$ cat config.mk
export PLATFORM = sky130hd
export DESIGN_NAME = mips_gcd_top
export DESIGN_NICKNAME = d
export VERILOG_FILES = /design/src/rtl/mips_gcd_top.sv
export SDC_FILE = /design/constraint.sdc
export NUM_CORES = 1
export LEC_CHECK = 0
export CORE_ASPECT_RATIO = 0.8
export CORE_MARGIN = 1
export CORE_UTILIZATION = 53
export DETAILED_ROUTE_END_ITERATION = 10
export GPL_ROUTABILITY_DRIVEN = 0
export PLACE_DENSITY = 0.72
export SYNTH_ARGS = -nofsm -noshare
export SYNTH_HDL_FRONTEND = slang
export SYNTH_SLANG_ARGS = --single-unit
$ cat constraint.sdc
create_clock -name clk -period 4.8 [get_ports clk]
set_clock_uncertainty 0.1 [all_clocks]
set_input_delay 0.96 -clock clk [delete_from_list [all_inputs] [get_ports clk]]
set_output_delay 0.96 -clock clk [all_outputs]
set_load 0.01 [all_outputs]
$ cat src/rtl/mips_gcd_top.sv
// Single-cycle MIPS-subset core with a fixed Euclid-by-subtraction program in ROM.
// Operands come from the switches (data words 4/5); the result lands in data word 3.
module mips_gcd_top (
  input  logic       clk,
  input  logic       rst,
  input  logic       i0,
  input  logic       i1,
  input  logic       i2,
  input  logic       i3,
  input  logic       i4,
  input  logic       i5,
  input  logic       i6,
  input  logic       i7,
  input  logic       i8,
  input  logic       i9,
  input  logic       i10,
  input  logic       i11,
  input  logic       i12,
  input  logic       i13,
  input  logic       i14,
  input  logic       i15,
  output logic [7:0] gcd,
  output logic       done
);

  localparam logic [5:0] OP_RTYPE = 6'h00;
  localparam logic [5:0] OP_J     = 6'h02;
  localparam logic [5:0] OP_BEQ   = 6'h04;
  localparam logic [5:0] OP_LW    = 6'h23;
  localparam logic [5:0] OP_SW    = 6'h2B;

  localparam logic [5:0] FN_ADD = 6'h20;
  localparam logic [5:0] FN_SUB = 6'h22;
  localparam logic [5:0] FN_AND = 6'h24;
  localparam logic [5:0] FN_SLT = 6'h2A;

  logic [7:0]  opa, opb;
  logic [31:0] pc, pc_plus4, pc_next, instr;
  logic [31:0] rf [32];
  logic [31:0] dmem [8];

  logic [5:0]  opcode, funct;
  logic [4:0]  rs, rt, rd;
  logic [15:0] imm;
  logic [31:0] sext_imm, rs_val, rt_val, mem_addr, mem_rdata;
  logic [31:0] br_target, j_target;
  logic [2:0]  word_addr;

  logic        reg_we, mem_we;
  logic [4:0]  reg_waddr;
  logic [31:0] reg_wdata;

  assign opa = {i7, i6, i5, i4, i3, i2, i1, i0};
  assign opb = {i15, i14, i13, i12, i11, i10, i9, i8};

  always_comb begin
    instr = 32'h0000_0000;
    case (pc[5:2])
      4'd0:  instr = 32'h8C01_0010; // lw  $1,16($0)
      4'd1:  instr = 32'h8C02_0014; // lw  $2,20($0)
      4'd2:  instr = 32'h1020_000A; // beq $1,$0,0x34
      4'd3:  instr = 32'h1040_0007; // beq $2,$0,0x2C
      4'd4:  instr = 32'h1022_0006; // beq $1,$2,0x2C
      4'd5:  instr = 32'h0022_182A; // slt $3,$1,$2
      4'd6:  instr = 32'h1060_0002; // beq $3,$0,0x24
      4'd7:  instr = 32'h0041_1022; // sub $2,$2,$1
      4'd8:  instr = 32'h0800_0004; // j   0x10
      4'd9:  instr = 32'h0022_0822; // sub $1,$1,$2
      4'd10: instr = 32'h0800_0004; // j   0x10
      4'd11: instr = 32'hAC01_000C; // sw  $1,12($0)
      4'd12: instr = 32'h0800_000C; // j   0x30 (halt)
      4'd13: instr = 32'hAC02_000C; // sw  $2,12($0)
      4'd14: instr = 32'h0800_000C; // j   0x30
      default: instr = 32'h0000_0000;
    endcase
  end

  assign opcode   = instr[31:26];
  assign rs       = instr[25:21];
  assign rt       = instr[20:16];
  assign rd       = instr[15:11];
  assign funct    = instr[5:0];
  assign imm      = instr[15:0];
  assign sext_imm = {{16{imm[15]}}, imm};

  assign rs_val = (rs == 5'd0) ? 32'h0 : rf[rs];
  assign rt_val = (rt == 5'd0) ? 32'h0 : rf[rt];

  assign pc_plus4  = pc + 32'd4;
  assign br_target = pc_plus4 + {sext_imm[29:0], 2'b00};
  assign j_target  = {pc_plus4[31:28], instr[25:0], 2'b00};

  assign mem_addr  = rs_val + sext_imm;
  assign word_addr = mem_addr[4:2];

  // Words 4 and 5 are the switches, never the backing storage.
  always_comb begin
    case (word_addr)
      3'd4:    mem_rdata = {24'h0, opa};
      3'd5:    mem_rdata = {24'h0, opb};
      default: mem_rdata = dmem[word_addr];
    endcase
  end

  always_comb begin
    reg_we    = 1'b0;
    reg_waddr = rt;
    reg_wdata = 32'h0;
    mem_we    = 1'b0;
    pc_next   = pc_plus4;
    case (opcode)
      OP_RTYPE: begin
        reg_waddr = rd;
        case (funct)
          FN_ADD: begin reg_we = 1'b1; reg_wdata = rs_val + rt_val; end
          FN_SUB: begin reg_we = 1'b1; reg_wdata = rs_val - rt_val; end
          FN_AND: begin reg_we = 1'b1; reg_wdata = rs_val & rt_val; end
          FN_SLT: begin
            reg_we    = 1'b1;
            reg_wdata = {31'h0, $signed(rs_val) < $signed(rt_val)};
          end
          default: reg_we = 1'b0;
        endcase
      end
      OP_LW: begin
        reg_we    = 1'b1;
        reg_wdata = mem_rdata;
      end
      OP_SW:  mem_we = 1'b1;
      OP_BEQ: if (rs_val == rt_val) pc_next = br_target;
      OP_J:   pc_next = j_target;
      default: pc_next = pc_plus4;
    endcase
  end

  always_ff @(posedge clk or negedge rst) begin
    if (!rst) begin
      pc <= 32'h0;
      for (int k = 0; k < 32; k++) rf[k] <= 32'h0;
      for (int k = 0; k < 8; k++) dmem[k] <= 32'h0;
    end else begin
      pc <= pc_next;
      if (reg_we && reg_waddr != 5'd0) rf[reg_waddr] <= reg_wdata;
      if (mem_we && word_addr != 3'd4 && word_addr != 3'd5) dmem[word_addr] <= rt_val;
    end
  end

  assign gcd  = dmem[3][7:0];
  assign done = (pc == 32'h0000_0030);

  logic unused_bits;
  assign unused_bits = ^{instr[10:6], mem_addr[31:5], mem_addr[1:0]};

endmodule

* Word-level counts from Yosys, hierarchy flattened
Memory sizes are Yosys's and may differ from the RTL's.
Index checks and enable logic that the tools add are counted.
** Storage, ports and cells
- Bits in read-only memories :: 272
- Input port bits :: 18
- RAM bits :: 0
- Memories kept :: 1
- Bits in registers :: 1312
- Logic and storage cells :: 109
- Latch bits :: 0
- Output and inout port bits :: 9
** Memories
- (name not given) :: depth 16, width 17, read ports 1, clocked after Yosys merged registers in 0, write ports 0, RTL line 58 : case (pc[5:2])
** Cells by class
- Bitwise logic cells :: 5
- Div/mod/pow operators :: 0
- Muxes and demuxes :: 26
- Equality and inequality tests :: 14
- Shift-type cells :: 0
- $mul :: 0
- Reduce and logical (&&, ||, !) cells :: 10
- Add/subtract/negate cells :: 5
- $lt $le $gt $ge :: 7
** Operator list (count)
- 1024-bit bitwise mux :: 1
- 32-bit two-way mux :: 11
- 32-bit binary-select mux with 5-bit select :: 2
- 256-bit bitwise mux :: 1
- 32-bit one-hot mux with 2 select lines :: 3
- 32-bit demux with 5-bit select :: 1
- 32-bit one-hot mux with 4 select lines :: 1
- 32-bit binary-select mux with 3-bit select :: 1
- 32-bit demux with 3-bit select :: 1
- 32-bit adder :: 2
- 6-bit == test, second input constant :: 6
- 32-bit by 3-bit adder with 32-bit output, second input constant :: 1
- 32-bit bitwise AND :: 1
- 32-bit == test :: 1
- 32-bit by 6-bit == test with 1-bit output, second input constant :: 1
- 32-bit < comparator :: 1
- 32-bit subtractor :: 1
- 6-bit >= comparator, second input constant :: 3
- 5-bit inverter with 6-bit output :: 3
- 5-bit zero test :: 2
- 3-bit == test, second input constant :: 2
- 6-bit by 2-bit == test with 1-bit output, second input constant :: 1
- 6-bit by 3-bit == test with 1-bit output, second input constant :: 1
- 6-bit zero test :: 1
- 12 further kinds :: 18

* Logic depth before layout (Yosys ltp)
An unclocked memory read counts as a cell.
- Depth in word-level cells :: 14
- Depth in mapped cells :: 23
- Depth with buffers taken out :: 21

* Worst setup path after synthesis
OpenSTA, ideal clock, no wires.
- Path type :: flip-flop to flip-flop
- Start :: register pc[3]
- End :: register rf[922] in the netlist's numbering
- Path buffers :: 2
- Data arrival time :: 4.799 ns
- Slack :: -0.224 ns
- Cell stages (with the launch flop) :: 22
- Cell sequence :: dfrtp_1 buf_2 inv_1 ha_1 a21oi_1 inv_1 nor2_1 clkbuf_1 a21oi_1 inv_1 ha_1 inv_1 fa_1 a21oi_1 o21ai_1 a2111o_1 a221oi_2 or4_1 o21ai_0 xor2_1 a2111o_1 mux2_2
** On the way
- Elaborated cells between the ends (all ways) :: 45
- Those cells by class :: add/sub: 3; order compare: 2; eq/ne: 7; mux: 20; bitwise: 5; reduce/logical: 7; memory: 1
** RTL lines
- start: declaration :: RTL line 38 : logic [31:0] pc, pc_plus4, pc_next, instr;
- start signal: assignment :: RTL line 142 : pc <= pc_next;
- memory 16 x 17 bit *
- 5-bit inverter with 6-bit output (not written as such) :: RTL line 87 : assign rt_val = (rt == 5'd0) ? 32'h0 : rf[rt];
- 32-bit binary-select mux with 5-bit select :: RTL line 87
- 32-bit two-way mux (not written as such) (2 in a row) :: RTL line 87
- 32-bit two-way mux * :: RTL line 87
- via rt_val[0] :: RTL line 45 : logic [31:0] sext_imm, rs_val, rt_val, mem_addr, mem_rdata;
- 32-bit subtractor or 32-bit adder (tied branches) :: RTL line 116, 115
- 32-bit one-hot mux with 4 select lines * :: RTL line 114 : case (funct)
- 32-bit one-hot mux with 2 select lines * :: RTL line 111 : case (opcode)
- 1024-bit bitwise mux * :: RTL line 143 : if (reg_we && reg_waddr != 5'd0) rf[reg_waddr] <= reg_wdata;
- end signal: indexed assignment :: RTL line 143
- end: declaration :: RTL line 39 : logic [31:0] rf [32];
The timed path passes the listed nets; every way through them passes the cells marked *. The select of a mux whose other input is x is not followed.
A chain may end at the register's enable or synchronous reset.

* Final worst setup path
- Start :: register pc[2]
- End :: register rf[990] in the netlist's numbering
** On the way
- Word-level cells in the longest chain between the ends :: 14
- Elaborated cells between the ends (all ways) :: 45
- Those cells by class :: add/sub: 3; order compare: 2; eq/ne: 7; mux: 20; bitwise: 5; reduce/logical: 7; memory: 1
** RTL lines
- memory 16 x 17 bit *
- 5-bit inverter with 6-bit output (not written as such) :: RTL line 86 : assign rs_val = (rs == 5'd0) ? 32'h0 : rf[rs];
- 32-bit binary-select mux with 5-bit select :: RTL line 86
- 32-bit two-way mux (not written as such) (2 in a row) :: RTL line 86
- 32-bit two-way mux :: RTL line 86
- 5-bit adder :: RTL line 93 : assign mem_addr = rs_val + sext_imm;
- 3-bit inverter with 4-bit output (not written as such) :: RTL line 101 : default: mem_rdata = dmem[word_addr];
- 32-bit binary-select mux with 3-bit select :: RTL line 101
- 32-bit two-way mux (not written as such) (2 in a row) :: RTL line 101
- 32-bit one-hot mux with 2 select lines :: RTL line 98 : case (word_addr)
- 32-bit one-hot mux with 2 select lines :: RTL line 111
- 1024-bit bitwise mux :: RTL line 143
Every way passes the cells marked *; elsewhere a longest branch is shown, timed or not. The select of a mux whose other input is x is not followed.

==> metrics list <==
* FFs w/ async S/R, synth: between 90% and 100%
- Min-delay worst type: reg -> reg
* TritonCTS clock tree: done
* Post-Syn Area: about 19000 um2
* Vias: ~17000
* Worst setup slack before clock tree synthesis: -110 ps
- Headroom to the max-slew limit came out at 36.0%.
* WS Path Type: reg -> reg
- Based on the critical path, the design can be clocked at up to between 200 and 250 MHz.
- After clock tree synthesis, the flow added hold-fix buffers numbering 0.
* Worst-path fanout max: 10
* Endpoint type of the worst setup path: register
- First-pass DRT Iterations: 6
- Drt wl/cell: 20.7 um
* CP startpoint kind: register
* Die X-Extent: 215 um
* Post-synth EDFFs: 0
- Smallest setup slack after layout: -15.3 ps
- Entering global routing, the biggest net connects approximately 110 pins.
* Cell area reported after detailed placement: roughly 21000 um2
- Number of max-capacitance violations reported: 0
- Via count of the first global-routing pass: ~17000
* Ratio of final minimum period to clock period: 100%
- Setup_tns: -35.0 ps
- Flip-flop and latch count after synthesis: roughly 330
- Compared with the post-synthesis result, the final layout area differs by 19.6%.
* Buffers from clock root to sink, at most: 3
- Share of synthesized area occupied by flip-flops and latches: between 40% and 50%
* Clock buffer count from CTS: 36
- The root buffer cell chosen for the clock tree is sky130_fd_sc_hd__clkbuf_16.
* Chip height: between 150 and 200 um
* Initial core utilization: 54.4%
- Subtracting the final worst setup slack from the clock period gives about 4800 ps.
* Setup-failing EPs final: 6
* Synth top area cells: sky130_fd_sc_hd__dfrtp_1, sky130_fd_sc_hd__a21oi_1, sky130_fd_sc_hd__nand2_1
- Pin placement for this block handled 27 I/O pins.
- Clock latency on the worst-skew pair: 560 ps
- Synthesis produced a netlist whose cell count is roughly 2200.
- Final Max Slew Viols: 0
* WP data arrival: roughly 5000 ps
* Slew at the pin closest to its max-slew limit: 957 ps
- Number of synthesis warnings: 0
- Among all flip-flop cells after synthesis, the most frequent one is sky130_fd_sc_hd__dfrtp_1.
- The floorplan has just over 60 rows.
- After clock tree synthesis, the clock-pin slew on the worst setup and hold paths is roughly 60 ps.
- Violated checks: setup timing
- Antenna violations before repair: 0
- Number of H-tree levels: 2
- Drt first-iter violations: 1773
- Fraction of layout cells with a size suffix above 1: between 15 and 20%
- The total area inside the core boundary comes to 35200 um2.
- The first global-routing pass estimated 90.9 mm of wire.
* Drt drc: 0
* Number of nets with antenna violations after detailed routing: 0
* Status: finished, violations left
- In the final design database the tool counted 2387 nets.
- Overall routing resource usage: around 31%
- During placement, the flow inserted port buffers numbering 26.
- Number of diodes added for antenna fixing: 0
* Syn Nets: 2263
- Drt total wl: a little under 60 mm
* Total global routing overflow: 0
* Post-synth cell types: 100
* Yosys top cell area share: 42.6%
* Data required, critical path: slightly above 5000 ps
- Total non-filler cell area in the finished layout: approximately 23000 um2
- Vias per cell: 6.21
- Detailed placement ended at an HPWL of 39.5 mm.
- Unrepaired setup endpoints after global routing: yes
- The die covers around 37000 um2.
- Final Hold Fails: 0
* Total clock sinks: 326
* Cell type with the highest aggregate area in the netlist: sky130_fd_sc_hd__dfrtp_1
- Dividing the synthesized area by the synthesized cell count gives between 8 and 9 um2.
- Once layout is complete, the utilization of the core stands at 65.1%.
-- path summary, 6_finish.rpt --
path / start / to / slack [ps] / depth (start not counted)
max: pc[2]$_DFF_PN0_ / rf[990]$_DFFE_PN0P_ / -20 / 20
min: dmem[92]$_DFFE_PN0P_ / dmem[92]$_DFFE_PN0P_ / 280 / 0
max reg2reg: pc[2]$_DFF_PN0_ / rf[990]$_DFFE_PN0P_ / -20 / 20
min reg2reg: dmem[92]$_DFFE_PN0P_ / dmem[92]$_DFFE_PN0P_ / 280 / 0
max in group asynchronous: rst / dmem[247]$_DFFE_PN0P_ / 3240 / 2
min in group asynchronous: rst / pc[17]$_DFF_PN0_ / 320 / 1
-- Yosys cell counts (23+ instances only) --
cell	n
sky130_fd_sc_hd__nand2_1	336
sky130_fd_sc_hd__dfrtp_1	326
sky130_fd_sc_hd__a21oi_1	259
sky130_fd_sc_hd__nor2_1	233
sky130_fd_sc_hd__o21ai_0	201
sky130_fd_sc_hd__mux2i_1	110
sky130_fd_sc_hd__clkbuf_1	80
sky130_fd_sc_hd__ha_1	52
sky130_fd_sc_hd__nand3_1	45
sky130_fd_sc_hd__buf_2	40
sky130_fd_sc_hd__xnor2_1	39
sky130_fd_sc_hd__inv_1	37
sky130_fd_sc_hd__nor3_1	28
sky130_fd_sc_hd__a21o_1	26
sky130_fd_sc_hd__o22ai_1	23
-- layer usage --
layer / wire length [um] / up-vias / track usage [%] / part of all wire (%)
li1: - / 8013 / - / -
met4: 1830 / 0 / 10.2 / 3.2
met5: 0 / - / 0 / 0
met2: 26000 / 782 / 48.4 / 45
met1: 25300 / 8532 / 44.2 / 44
met3: 5010 / 129 / 5.26 / 8.6
-- through the flow --
stage          cells  hold WS [ps]
6_report        2813           276
5_1_grt         2813           292
4_1_cts         2787           280
3_5_place_dp    2721           267
3_3_place_gp    2721           264
2_1_floorplan   2191           328
-- worst max-delay path, stage by stage, from the launching register on --
cell                        delay [ps]
sky130_fd_sc_hd__dfrtp_2           450
sky130_fd_sc_hd__buf_12            140
sky130_fd_sc_hd__ha_4              170
sky130_fd_sc_hd__mux2i_1           200
sky130_fd_sc_hd__nor2_1            100
sky130_fd_sc_hd__a21oi_4           220
sky130_fd_sc_hd__buf_4             180
sky130_fd_sc_hd__clkbuf_16         180
sky130_fd_sc_hd__mux2i_1           100
sky130_fd_sc_hd__nor2_1            150
sky130_fd_sc_hd__a21oi_2            80
sky130_fd_sc_hd__fa_2              400
sky130_fd_sc_hd__a21oi_4           160
sky130_fd_sc_hd__o21ai_2            80
sky130_fd_sc_hd__a2111o_1          450
sky130_fd_sc_hd__a221oi_2          230
sky130_fd_sc_hd__buf_4             190
sky130_fd_sc_hd__o22ai_4            70
sky130_fd_sc_hd__a311oi_2          210
sky130_fd_sc_hd__or4b_4            510
sky130_fd_sc_hd__mux2_4            280
-- state kept, by name (all words and copies together) (netlist names) --
name  flops
dmem    192
gcd       8
rf       96
pc       30
-- cell families (layout without fill, tap and decap cells) --
group                      count (synthesis)  count (layout)  synth area share (%)
buffers and inverters                    186             336                  4.42
muxes                                    137             137                  7.77
adders and majority gates                 54              54                  3.61
DFF                                      326             326                  42.6
AOI/OAI and AO/OA                        656             656                  20.5
and+or+nand+nor                          770             770                  18.2
xor gates and xnor gates                  62              62                  2.87
-- final cells by class --
type,count,area (um2)
fill,2756,12300
sequential,326,8160
multi-input combinational,1679,10700
inverter,39,146
tap,472,591
timing repair buffer,233,2090
clock buffer,51,1060
clock inverter,13,179
-- layout by cell type, fill, tap and decap left out, drive strengths merged, types with 32 or more instances in the layout --
cell and n:
nor2 236, clkbuf 54, buf 205, dfrtp 326, mux2i 110, nor3 32, a21oi 262, nand2 337
xnor2 40, o21ai 213, nand3 51, ha 52, inv 40
-- repair_timing --
item	in CTS	in global routing
gates cloned	0	3
pin swaps	5	36
endpoints found under the setup margin	16	86
setup buffers	2	23
endpoints found under the hold margin	0	0
gates resized for setup	13	88
Power is not shown: default switching activity piles up to over one toggle a cycle in this logic, so the estimate is an artifact.
